===== src/rtl/cvxif_copro_responder.sv =====
// rtl/cvxif_copro_responder.sv - CV-X-IF coprocessor responder: custom-3 decode, in-order commit buffer, execute FSM
module cvxif_copro_responder #(
   parameter int XLEN       = 32,
   parameter int ID_WIDTH   = 4,
   parameter int FIFO_DEPTH = 4,
   parameter int MULTI_LAT  = 4
) (
   input  logic                  clk_i,
   input  logic                  rst_i,
   input  logic                  issue_valid_i,
   output logic                  issue_ready_o,
   input  logic [31:0]           issue_instr_i,
   input  logic [ID_WIDTH-1:0]   issue_id_i,
   input  logic [2*XLEN-1:0]     issue_rs_i,
   input  logic [1:0]            issue_rs_valid_i,
   output logic                  issue_accept_o,
   output logic                  issue_writeback_o,
   input  logic                  commit_valid_i,
   input  logic [ID_WIDTH-1:0]   commit_id_i,
   input  logic                  commit_kill_i,
   output logic                  result_valid_o,
   input  logic                  result_ready_i,
   output logic [ID_WIDTH-1:0]   result_id_o,
   output logic [XLEN-1:0]       result_data_o,
   output logic [4:0]            result_rd_o,
   output logic                  result_we_o,
   output logic                  busy_o
);

   localparam int AW = $clog2(FIFO_DEPTH);
   localparam int CW = $clog2(MULTI_LAT + 1);

   localparam logic [1:0] OP_XOR  = 2'd1;
   localparam logic [1:0] OP_NOP  = 2'd2;
   localparam logic [1:0] OP_MADD = 2'd3;

   typedef enum logic [1:0] {
      S_IDLE   = 2'd0,
      S_EXEC   = 2'd1,
      S_RESULT = 2'd2
   } state_t;

   state_t state_q, state_d;

   logic                dec_legal;
   logic [1:0]          dec_op;
   logic                unused_instr;

   logic [AW:0]         wr_ptr_q, wr_ptr_d, rd_ptr_q, rd_ptr_d;
   logic [AW-1:0]       wr_idx, rd_idx;
   logic                empty, full, push, pop;
   logic                head_start, head_drop, exec_done;

   logic [FIFO_DEPTH-1:0] ent_valid_q, ent_valid_d;
   logic [FIFO_DEPTH-1:0] ent_cmt_q, ent_cmt_d;
   logic [ID_WIDTH-1:0]   ent_id_q  [FIFO_DEPTH];
   logic [4:0]            ent_rd_q  [FIFO_DEPTH];
   logic [1:0]            ent_op_q  [FIFO_DEPTH];
   logic [XLEN-1:0]       ent_rs1_q [FIFO_DEPTH];
   logic [XLEN-1:0]       ent_rs2_q [FIFO_DEPTH];

   logic [ID_WIDTH-1:0] ex_id_q;
   logic [4:0]          ex_rd_q;
   logic [1:0]          ex_op_q;
   logic [XLEN-1:0]     ex_rs1_q, ex_rs2_q;
   logic [CW-1:0]       cnt_q;
   logic [XLEN-1:0]     exec_data;

   logic [ID_WIDTH-1:0] res_id_q;
   logic [XLEN-1:0]     res_data_q;
   logic [4:0]          res_rd_q;
   logic                res_we_q;

   // custom-3 with funct3 000..011 is the only legal space
   always_comb begin
      dec_legal = (issue_instr_i[6:0] == 7'b1111011) && !issue_instr_i[14];
      dec_op    = issue_instr_i[13:12];
   end

   assign unused_instr      = ^issue_instr_i[31:15];
   assign issue_accept_o    = dec_legal;
   assign issue_writeback_o = dec_legal && (dec_op != OP_NOP);

   assign wr_idx = wr_ptr_q[AW-1:0];
   assign rd_idx = rd_ptr_q[AW-1:0];
   assign empty  = (wr_ptr_q == rd_ptr_q);
   assign full   = (wr_ptr_q[AW] != rd_ptr_q[AW]) && (wr_idx == rd_idx);

   assign issue_ready_o = !full && (issue_rs_valid_i == 2'b11);
   assign push          = issue_valid_i && issue_ready_o && dec_legal;

   // a killed entry still occupies its slot until it reaches the head
   assign head_start = (state_q == S_IDLE) && !empty && ent_valid_q[rd_idx] && ent_cmt_q[rd_idx];
   assign head_drop  = (state_q == S_IDLE) && !empty && !ent_valid_q[rd_idx];
   assign pop        = head_start || head_drop;
   assign exec_done  = (state_q == S_EXEC) && (cnt_q == CW'(1));

   assign wr_ptr_d = wr_ptr_q + {{AW{1'b0}}, push};
   assign rd_ptr_d = rd_ptr_q + {{AW{1'b0}}, pop};

   always_comb begin
      ent_valid_d = ent_valid_q;
      ent_cmt_d   = ent_cmt_q;
      if (commit_valid_i) begin
         for (int i = 0; i < FIFO_DEPTH; i++) begin
            if (ent_valid_q[i] && (ent_id_q[i] == commit_id_i)) begin
               if (commit_kill_i) ent_valid_d[i] = 1'b0;
               else               ent_cmt_d[i]   = 1'b1;
            end
         end
      end
      if (pop) begin
         ent_valid_d[rd_idx] = 1'b0;
         ent_cmt_d[rd_idx]   = 1'b0;
      end
      if (push) begin
         ent_valid_d[wr_idx] = 1'b1;
         ent_cmt_d[wr_idx]   = 1'b0;
      end
   end

   always_ff @(posedge clk_i or posedge rst_i) begin
      if (rst_i) begin
         wr_ptr_q    <= '0;
         rd_ptr_q    <= '0;
         ent_valid_q <= '0;
         ent_cmt_q   <= '0;
      end else begin
         wr_ptr_q    <= wr_ptr_d;
         rd_ptr_q    <= rd_ptr_d;
         ent_valid_q <= ent_valid_d;
         ent_cmt_q   <= ent_cmt_d;
      end
   end

   always_ff @(posedge clk_i or posedge rst_i) begin
      if (rst_i) begin
         for (int i = 0; i < FIFO_DEPTH; i++) begin
            ent_id_q[i]  <= '0;
            ent_rd_q[i]  <= '0;
            ent_op_q[i]  <= '0;
            ent_rs1_q[i] <= '0;
            ent_rs2_q[i] <= '0;
         end
      end else if (push) begin
         ent_id_q[wr_idx]  <= issue_id_i;
         ent_rd_q[wr_idx]  <= issue_instr_i[11:7];
         ent_op_q[wr_idx]  <= dec_op;
         ent_rs1_q[wr_idx] <= issue_rs_i[XLEN-1:0];
         ent_rs2_q[wr_idx] <= issue_rs_i[2*XLEN-1:XLEN];
      end
   end

   always_comb begin
      case (ex_op_q)
         OP_XOR:  exec_data = ex_rs1_q ^ ex_rs2_q;
         OP_NOP:  exec_data = '0;
         default: exec_data = ex_rs1_q + ex_rs2_q;
      endcase
   end

   always_ff @(posedge clk_i or posedge rst_i) begin
      if (rst_i) begin
         ex_id_q    <= '0;
         ex_rd_q    <= '0;
         ex_op_q    <= '0;
         ex_rs1_q   <= '0;
         ex_rs2_q   <= '0;
         cnt_q      <= '0;
         res_id_q   <= '0;
         res_data_q <= '0;
         res_rd_q   <= '0;
         res_we_q   <= 1'b0;
      end else begin
         if (head_start) begin
            ex_id_q  <= ent_id_q[rd_idx];
            ex_rd_q  <= ent_rd_q[rd_idx];
            ex_op_q  <= ent_op_q[rd_idx];
            ex_rs1_q <= ent_rs1_q[rd_idx];
            ex_rs2_q <= ent_rs2_q[rd_idx];
            cnt_q    <= (ent_op_q[rd_idx] == OP_MADD) ? CW'(MULTI_LAT) : CW'(1);
         end else if (state_q == S_EXEC) begin
            cnt_q <= cnt_q - CW'(1);
         end
         if (exec_done) begin
            res_id_q   <= ex_id_q;
            res_data_q <= exec_data;
            res_rd_q   <= ex_rd_q;
            res_we_q   <= (ex_op_q != OP_NOP);
         end
      end
   end

   always_ff @(posedge clk_i or posedge rst_i) begin
      if (rst_i) state_q <= S_IDLE;
      else       state_q <= state_d;
   end

   always_comb begin
      state_d = state_q;
      unique case (state_q)
         S_IDLE:   if (head_start)     state_d = S_EXEC;
         S_EXEC:   if (exec_done)      state_d = S_RESULT;
         S_RESULT: if (result_ready_i) state_d = S_IDLE;
         default:                      state_d = S_IDLE;
      endcase
   end

   always_comb begin
      result_valid_o = (state_q == S_RESULT);
      busy_o         = !empty || (state_q != S_IDLE);
   end

   assign result_id_o   = res_id_q;
   assign result_data_o = res_data_q;
   assign result_rd_o   = res_rd_q;
   assign result_we_o   = res_we_q;

endmodule


===== config.mk =====
export PLATFORM = sky130hd
export DESIGN_NAME = cvxif_copro_responder
export DESIGN_NICKNAME = d
export VERILOG_FILES = /design/src/rtl/cvxif_copro_responder.sv
export SDC_FILE = /design/constraint.sdc
export NUM_CORES = 1
export LEC_CHECK = 0
export CORE_ASPECT_RATIO = 0.6
export CORE_MARGIN = 10
export CORE_UTILIZATION = 45
export DETAILED_ROUTE_END_ITERATION = 8
export GPL_TIMING_DRIVEN = 0
export RECOVER_POWER = 25
export SYNTH_ARGS = -nofsm -noshare
export SYNTH_HDL_FRONTEND = slang
export SYNTH_SLANG_ARGS = --single-unit
export TNS_END_PERCENT = 20

===== constraint.sdc =====
create_clock -name clk_i -period 19.7 [get_ports clk_i]
set_clock_uncertainty 0.15 [all_clocks]
set_input_delay 1.97 -clock clk_i [delete_from_list [all_inputs] [get_ports clk_i]]
set_output_delay 1.97 -clock clk_i [all_outputs]
set_load 0.05 [all_outputs]

==> flow_summary_export.csv, run 1 <==
group,metric,value,unit
die,std_cell_rows,60,
routing,drtIter0Drc,1447,
pwr,intPower,1.52,mW
cells_and_area,drive_above_1_share,10.1,%
routing,viasPerCell,5.45,
pwr,cellLeakagePower,12.4,nW
sta,worst_pin_slew,5.31,ns
die,dieArea,0.0546,mm2
critical_path,cp.arrival,8.39,ns
critical_path,critPathKind,"in -> async",
clocking,clockRootBuffer,"clkbuf_16",
pwr,seqPwrFrac,44.3,%
grt,first_global_vias,16000,
run_status,status,"complete, but fails checks",
placed_design,io_buffers,141,
grt,grt_pass1_wl,96500,um
min_path,hold_path_class,"reg -> reg",
cells_and_area,post-route-util,53.8,%
routing,num_vias,15900,
clocking,cts_made_buffers,43,
sta,max_freq,109,MHz
yosys,yosysUniqueCellTypes,59,
placed_design,dp.cells,2840,
sta,rsz0062_at_grt,"false",
critical_path,endpoint_kind,"async pin",
yosys,yosysWarnings,0,
sta,setup_viol,0,
pwr,peakVddDrop,53.3,uV
cells_and_area,fin_area,0.0241,mm2
grt,grt.overflow.total,0,
pwr,p_per_area,84.8,mW/mm2
routing,avgRoutedWirePerCell,21.4,um
yosys,ys_seq_area_share,53.4,%
clocking,cts.repair.resized,0,
routing,detail-route-antenna-nets,0,
run_status,violations,"max-capacitance violations, max-slew violations",
routing,dr.pass1.iters,5,
yosys,ys_seq_elements,436,
critical_path,cp.required,18.94,ns
die,io_pins,159,
yosys,synthArstFlopShare,100,%
yosys,ys.flop_type,"dfrtp_1",
clocking,postCtsSetupBuffers,0,
yosys,avgSynthCellArea,9.70,um2
yosys,synth-edff-count,0,
placed_design,gp_congestion,0.899,
die,die_w,295,um
critical_path,r2r_slack,15.71,ns
sta,fin_crit_sh,46.5,%
yosys,synth_area_leader_cell,"dfrtp_1",
pwr,comb_power_share,12.6,%
placed_design,dp_hpwl,45300,um
pwr,swShare,25.5,%
cells_and_area,final_cells,2919,
yosys,synth_area_leaders,"dfrtp_1 53%, nand2_1 18%, mux4_2 8.5%, mux2_2 2.8%, ha_1 2.4%",
sta,slew_viol_final,263,
clocking,clk_latency,0.56,ns
die,core,0.0448,mm2
cells_and_area,final.fill_count,4001,
yosys,postSynthCellCount,2106,
critical_path,cp-start-kind,"input pin",
clocking,ctsHoldBuffers,0,
clocking,tritoncts,"done",
pwr,pwr-share-clk,43.2,%
sta,period_minus_slack,9.15,ns
cells_and_area,nets,2448,
sta,slew_headroom,-254,%
grt,antenna_found_initial,2,
sta,tns,0,ns
clocking,h-tree-depth,2,
die,initial_core_util,45.6,%
critical_path,crit_chain,"dlygate4sd3_1 > clkinvlp_2 > clkbuf_1",
critical_path,cp_max_fo,98,
grt,grt_max_degree,99,
clocking,path_clk_slew,0.06,ns
placed_design,post_dp_cell_area,0.0227,mm2
critical_path,cp_slowest_stage_delay,3.83,ns
pwr,p_sw,0.522,mW
yosys,yosys.area.top_type_share,53.4,%
die,die_h,185,um
grt,grtUsageTotal,23.1,%
sta,hold_viol,0,
critical_path,critPathSlowestCell,"clkbuf_1",
pwr,finalPower,2.05,mW
clocking,cts_sinks,436,
yosys,synth_area,0.0204,mm2
cells_and_area,syn2layout_area_growth,18.2,%
yosys,synth_fp_nets,2258,
routing,drcViolationCount,0,
routing,drt_wl_total,62300,um
clocking,clockBufferDepth,3,
run,max_cap_violations,3,
## power groups by stage
| stage | clock (mW) | combinational (mW) | sequential (mW) |
|---|---|---|---|
| after CTS | 0.899 | 0.261 | 0.905 |
| after global routing | 0.935 | 0.275 | 0.905 |
| after detailed placement | 0 | 0.260 | 0.922 |
| final | 0.883 | 0.257 | 0.905 |
| after global placement | 0 | 0.254 | 0.922 |
| after floorplan | 0 | 0.167 | 0.922 |
## registers in the layout (all words and copies together), names as in the netlist, 5 cells and up
| signal | count |
|---|---|
| ent_id_q | 16 |
| ent_op_q | 8 |
| ent_rd_q | 20 |
| ent_rs1_q | 128 |
| ent_rs2_q | 128 |
| ex_rd_q | 5 |
| ex_rs1_q | 32 |
| ex_rs2_q | 32 |
| result_data_o | 32 |
| result_rd_o | 5 |
## synth_stat cells (5+ instances only)
cell type / n
buf_1: 10
nand3_1: 24
xnor2_1: 23
nor2_1: 53
o21a_1: 6
or3_1: 7
buf_2: 29
ha_1: 39
mux2_1: 28
mux2_2: 51
a221oi_1: 10
a21o_1: 8
mux4_2: 77
inv_1: 16
o21bai_1: 6
xor2_1: 13
nor2b_1: 11
nor3_1: 7
and3_1: 9
o21ai_0: 25
dfrtp_1: 436
o21ai_1: 21
a211oi_1: 6
clkbuf_1: 77
nand4_1: 5
nand2_1: 1002
and2_1: 7
a31oi_1: 12
a21oi_1: 40
## kinds of logic (layout without fill, tap and decap cells)
family                     count (synthesis)  in the layout  share of synthesized area (%)
and+or+nand+nor                         1147           1147                           22.2
DFF                                      436            436                           53.4
muxes                                    157            157                           12.9
AOI/OAI and AO/OA                        155            155                           4.75
buffers and inverters                    135            358                           2.66
adders and majority gates                 40             40                           2.49
xor gates and xnor gates                  36             36                           1.54
other                                      0              1                              0
## worst paths after layout
path | depth (start not counted) | start | endpoint
max reg2reg | 10 | rd_ptr_q[1] | ent_rd_q[1]
min in group asynchronous | 2 | rst_i | ent_rs1_q[58]
min reg2reg | 2 | ex_rd_q[1] | result_rd_o[1]
max in group clk_i | 4 | issue_instr_i[13] | issue_writeback_o
min | 2 | ex_rd_q[1] | result_rd_o[1]
max | 3 | rst_i | ent_rs2_q[18]
## per-stage QoR
stage	setup WS, ns	hold slack [ns]
after global routing	9.19	0.331
after global placement	0.388	0.294
after detailed placement	13.91	0.303
after floorplan	5.43	0.282
after CTS	13.91	0.316
final	10.55	0.308
## critical path, delay by kind of cell
kind / cells / cell delay, ns
buffers and inverters: 3 / 6.27
## routing by layer
layer | GRT usage, % | routed length [um] | part of all wire, % | vias to the layer above
li1 | - | - | - | 7332
met1 | 34.2 | 29200 | 47 | 7924
met2 | 33.9 | 26600 | 43 | 580
met3 | 4.96 | 5160 | 8.3 | 87
met4 | 5.57 | 1370 | 2.2 | 0
met5 | 0 | 0 | 0 | -
## area by class of cell
class | count | area, um2 | area share [%]
Antenna cell | 1 | 2.50 | 0.0104
Buffer | 116 | 470 | 1.95
Clock buffer | 66 | 1310 | 5.41
Clock inverter | 12 | 191 | 0.793
Inverter | 19 | 72.6 | 0.301
Multi-Input combinational cell | 1535 | 8960 | 37.2
Sequential cell | 436 | 10900 | 45.2
Tap cell | 589 | 737 | 3.05
Timing Repair Buffer | 145 | 1470 | 6.11
## cells in the final DEF, fill, tap and decap left out, types with 9 or more instances in the layout
cell and count:
xnor2_1 23, nand3_1 24, clkbuf_16 45, o21ai_0 28, nor2_1 53, o21ai_1 18
mux2_1 28, buf_1 9, inv_1 15, mux2_2 51, a31oi_1 12, clkbuf_1 92
and3_1 9, ha_1 39, xor2_1 13, mux4_2 77, clkdlybuf4s50_1 140, a21oi_1 40
buf_2 28, nand2_1 1002, a221oi_1 10, nor2b_1 11, dfrtp_1 436, clkbuf_8 10
No activity file was read; power rests on OpenSTA's default activity.
==> inputs of run 2 (changes only) <==
Clock period 19.7 ns to 9 ns, I/O delays scaled along.
==> run 2 against run 1 <==
Effect of this change:
- the flow still finishes with violations (max-capacitance violations, max-slew violations)
- routed wire length down 0.37%
- cell count rose by 0.24%
- die area unchanged
- first-iteration DRC count fell by 6.4%
- global-route usage decreased by 0.096 points
- sequential share of layout area is 0.15 points lower
- hold slack gained 0.0030 ns
- count of clock-buffer cells in the layout down 2
- register-to-register slack worse by 10 ns
- critical path type unchanged
- critical path depth is 5 higher
- total power grew 120%
==> flow_summary_export.csv, run 2 (synthesis gave the netlist of run 1 again) <==
group,metric,value,unit
run_status,status,"complete, but fails checks",
run_status,violations,"max-capacitance violations, max-slew violations",
die,die_h,185,um
critical_path,endpoint_kind,"async pin",
critical_path,cp.required,9.59,ns
sta,worst_pin_slew,2.26,ns
routing,detail-route-antenna-nets,0,
clocking,postCtsSetupBuffers,0,
pwr,cellLeakagePower,12.5,nW
pwr,peakVddDrop,153,uV
grt,first_global_vias,15900,
sta,slew_viol_final,107,
grt,grt_pass1_wl,96200,um
die,die_w,295,um
min_path,hold_path_class,"reg -> reg",
clocking,clk_latency,0.58,ns
sta,fin_crit_sh,55.7,%
routing,drcViolationCount,0,
cells_and_area,top_regs,"ent_rs1_q: 128 flops, ent_rs2_q: 128 flops",
run,max_cap_violations,3,
sta,slew_headroom,-50.5,%
cells_and_area,final_cell_mix,"1002 x nand2_1, 436 x dfrtp_1, 140 x clkdlybuf4s50_1",
sta,hold_viol,0,
die,dieArea,0.0546,mm2
critical_path,critPathKind,"in -> async",
pwr,p_per_area,182,mW/mm2
routing,drtIter0Drc,1355,
cells_and_area,final.fill_count,4033,
critical_path,crit_chain,"dlygate4sd3_1 > clkinvlp_2 > clkbuf_1 > clkbuf_1 > buf_12 > buf_12 > buf_12 > buf_12",
grt,use_met3,5.71,%
critical_path,cp_max_fo,42,
routing,viasPerCell,5.44,
cells_and_area,fin_area,0.0242,mm2
critical_path,worst_path_dominant_cell_family,"buffers and inverters",
cells_and_area,n_antenna_cell,0,
placed_design,post_dp_cell_area,0.0228,mm2
placed_design,gp_congestion,0.931,
placed_design,io_buffers,141,
placed_design,dp_hpwl,45500,um
grt,grt.overflow.total,0,
clocking,clockRootBuffer,"clkbuf_16",
critical_path,cp.arrival,5.60,ns
grt,use_met2,33.9,%
die,std_cell_rows,60,
routing,dr.pass1.iters,6,
grt,grt_max_degree,43,
grt,met1_usage,33.8,%
placed_design,pre_cts_ws,4.95,ns
cells_and_area,multiInputGateArea,0.00896,mm2
clocking,path_clk_slew,0.06,ns
grt,grtUsageTotal,23.0,%
sta,setup_slack,3.99,ns
cells_and_area,drive_above_1_share,10.4,%
cells_and_area,syn2layout_area_growth,18.6,%
grt,grt_busiest_layer,"met2",
sta,period_minus_slack,5.01,ns
routing,avgRoutedWirePerCell,21.2,um
grt,antenna_found_initial,2,
critical_path,path_buf_inv,8,
cells_and_area,ff_latch_area,0.0109,mm2
critical_path,critPathSlowestCell,"clkbuf_1",
die,io_pins,159,
die,core,0.0448,mm2
routing,drt_wl_total,62100,um
critical_path,critPathMostFrequentCell,"buf_12",
clocking,tritoncts,"done",
critical_path,cp-start-kind,"input pin",
clocking,cts_sinks,436,
sta,max_freq,200,MHz
cells_and_area,nets,2456,
sta,setup_viol,0,
clocking,ctsHoldBuffers,0,
cells_and_area,layout_commonest_cell,"nand2_1",
clocking,cts_made_buffers,43,
sta,hold_ws,0.311,ns
clocking,cts.repair.resized,0,
sta,rsz0062_at_grt,"false",
clocking,h-tree-depth,2,
critical_path,cp_slowest_stage_delay,1.49,ns
die,initial_core_util,45.6,%
routing,num_vias,15900,
sta,tns,0,ns
cells_and_area,post-route-util,54.0,%
clocking,clockBufferDepth,3,
-- run 2: area by class of cell --
class                   instances  area share [%]
flip-flops and latches        436            45.1
multi-input cells            1535            37.0
repair buffers                153            6.62
clock buffers                  64            5.23
well taps                     589            3.04
plain buffers                 116            1.95
clock inverters                14           0.755
inverters                      19           0.300
-- run 2: final timing paths --
kind,from,endpoint,slack [ns],cells after the start
worst max register to register,ex_rs2_q[0],result_data_o[24],5.39,11
worst min register to register,ent_rs2_q[60],ent_rs2_q[60],0.31,2
worst max-delay path,rst_i,ent_rs2_q[41],3.99,8
max in group clk_i,rd_ptr_q[1],issue_ready_o,5.35,4
min in group asynchronous,rst_i,ent_rs1_q[122],0.58,2
worst min-delay path,ent_rs2_q[60],ent_rs2_q[60],0.31,2
-- run 2: power breakdown --
group          switching, mW  internal (mW)
Clock                  0.799           1.07
Sequential           0.00802           1.97
Combinational          0.342          0.223
Total                   1.15           3.26
-- run 2: worst register-to-register path, stage by stage (launching register included) --
cell and delay, ns:
dfrtp_1 0.42, ha_1 0.22, inv_1 0.06, fa_1 0.42
nor2b_1 0.19, o211a_1 0.24, o211ai_1 0.21, a311oi_1 0.58
o311ai_1 0.16, a31oi_1 0.35, mux2_1 0.37, o21ai_1 0.12
-- run 2: per-stage QoR --
stage	instances	power, mW
floorplan	2106	2.38
global placement	2836	2.58
detailed placement	2848	2.59
CTS	2926	4.46
global route	2926	4.57
finish	2926	4.41
-- run 2: layer usage --
metal  share of wire, %  routed length, um
met1                 47              29200
met2                 43              26500
met3                8.4               5220
met4                1.9               1190
met5              0.014                  9
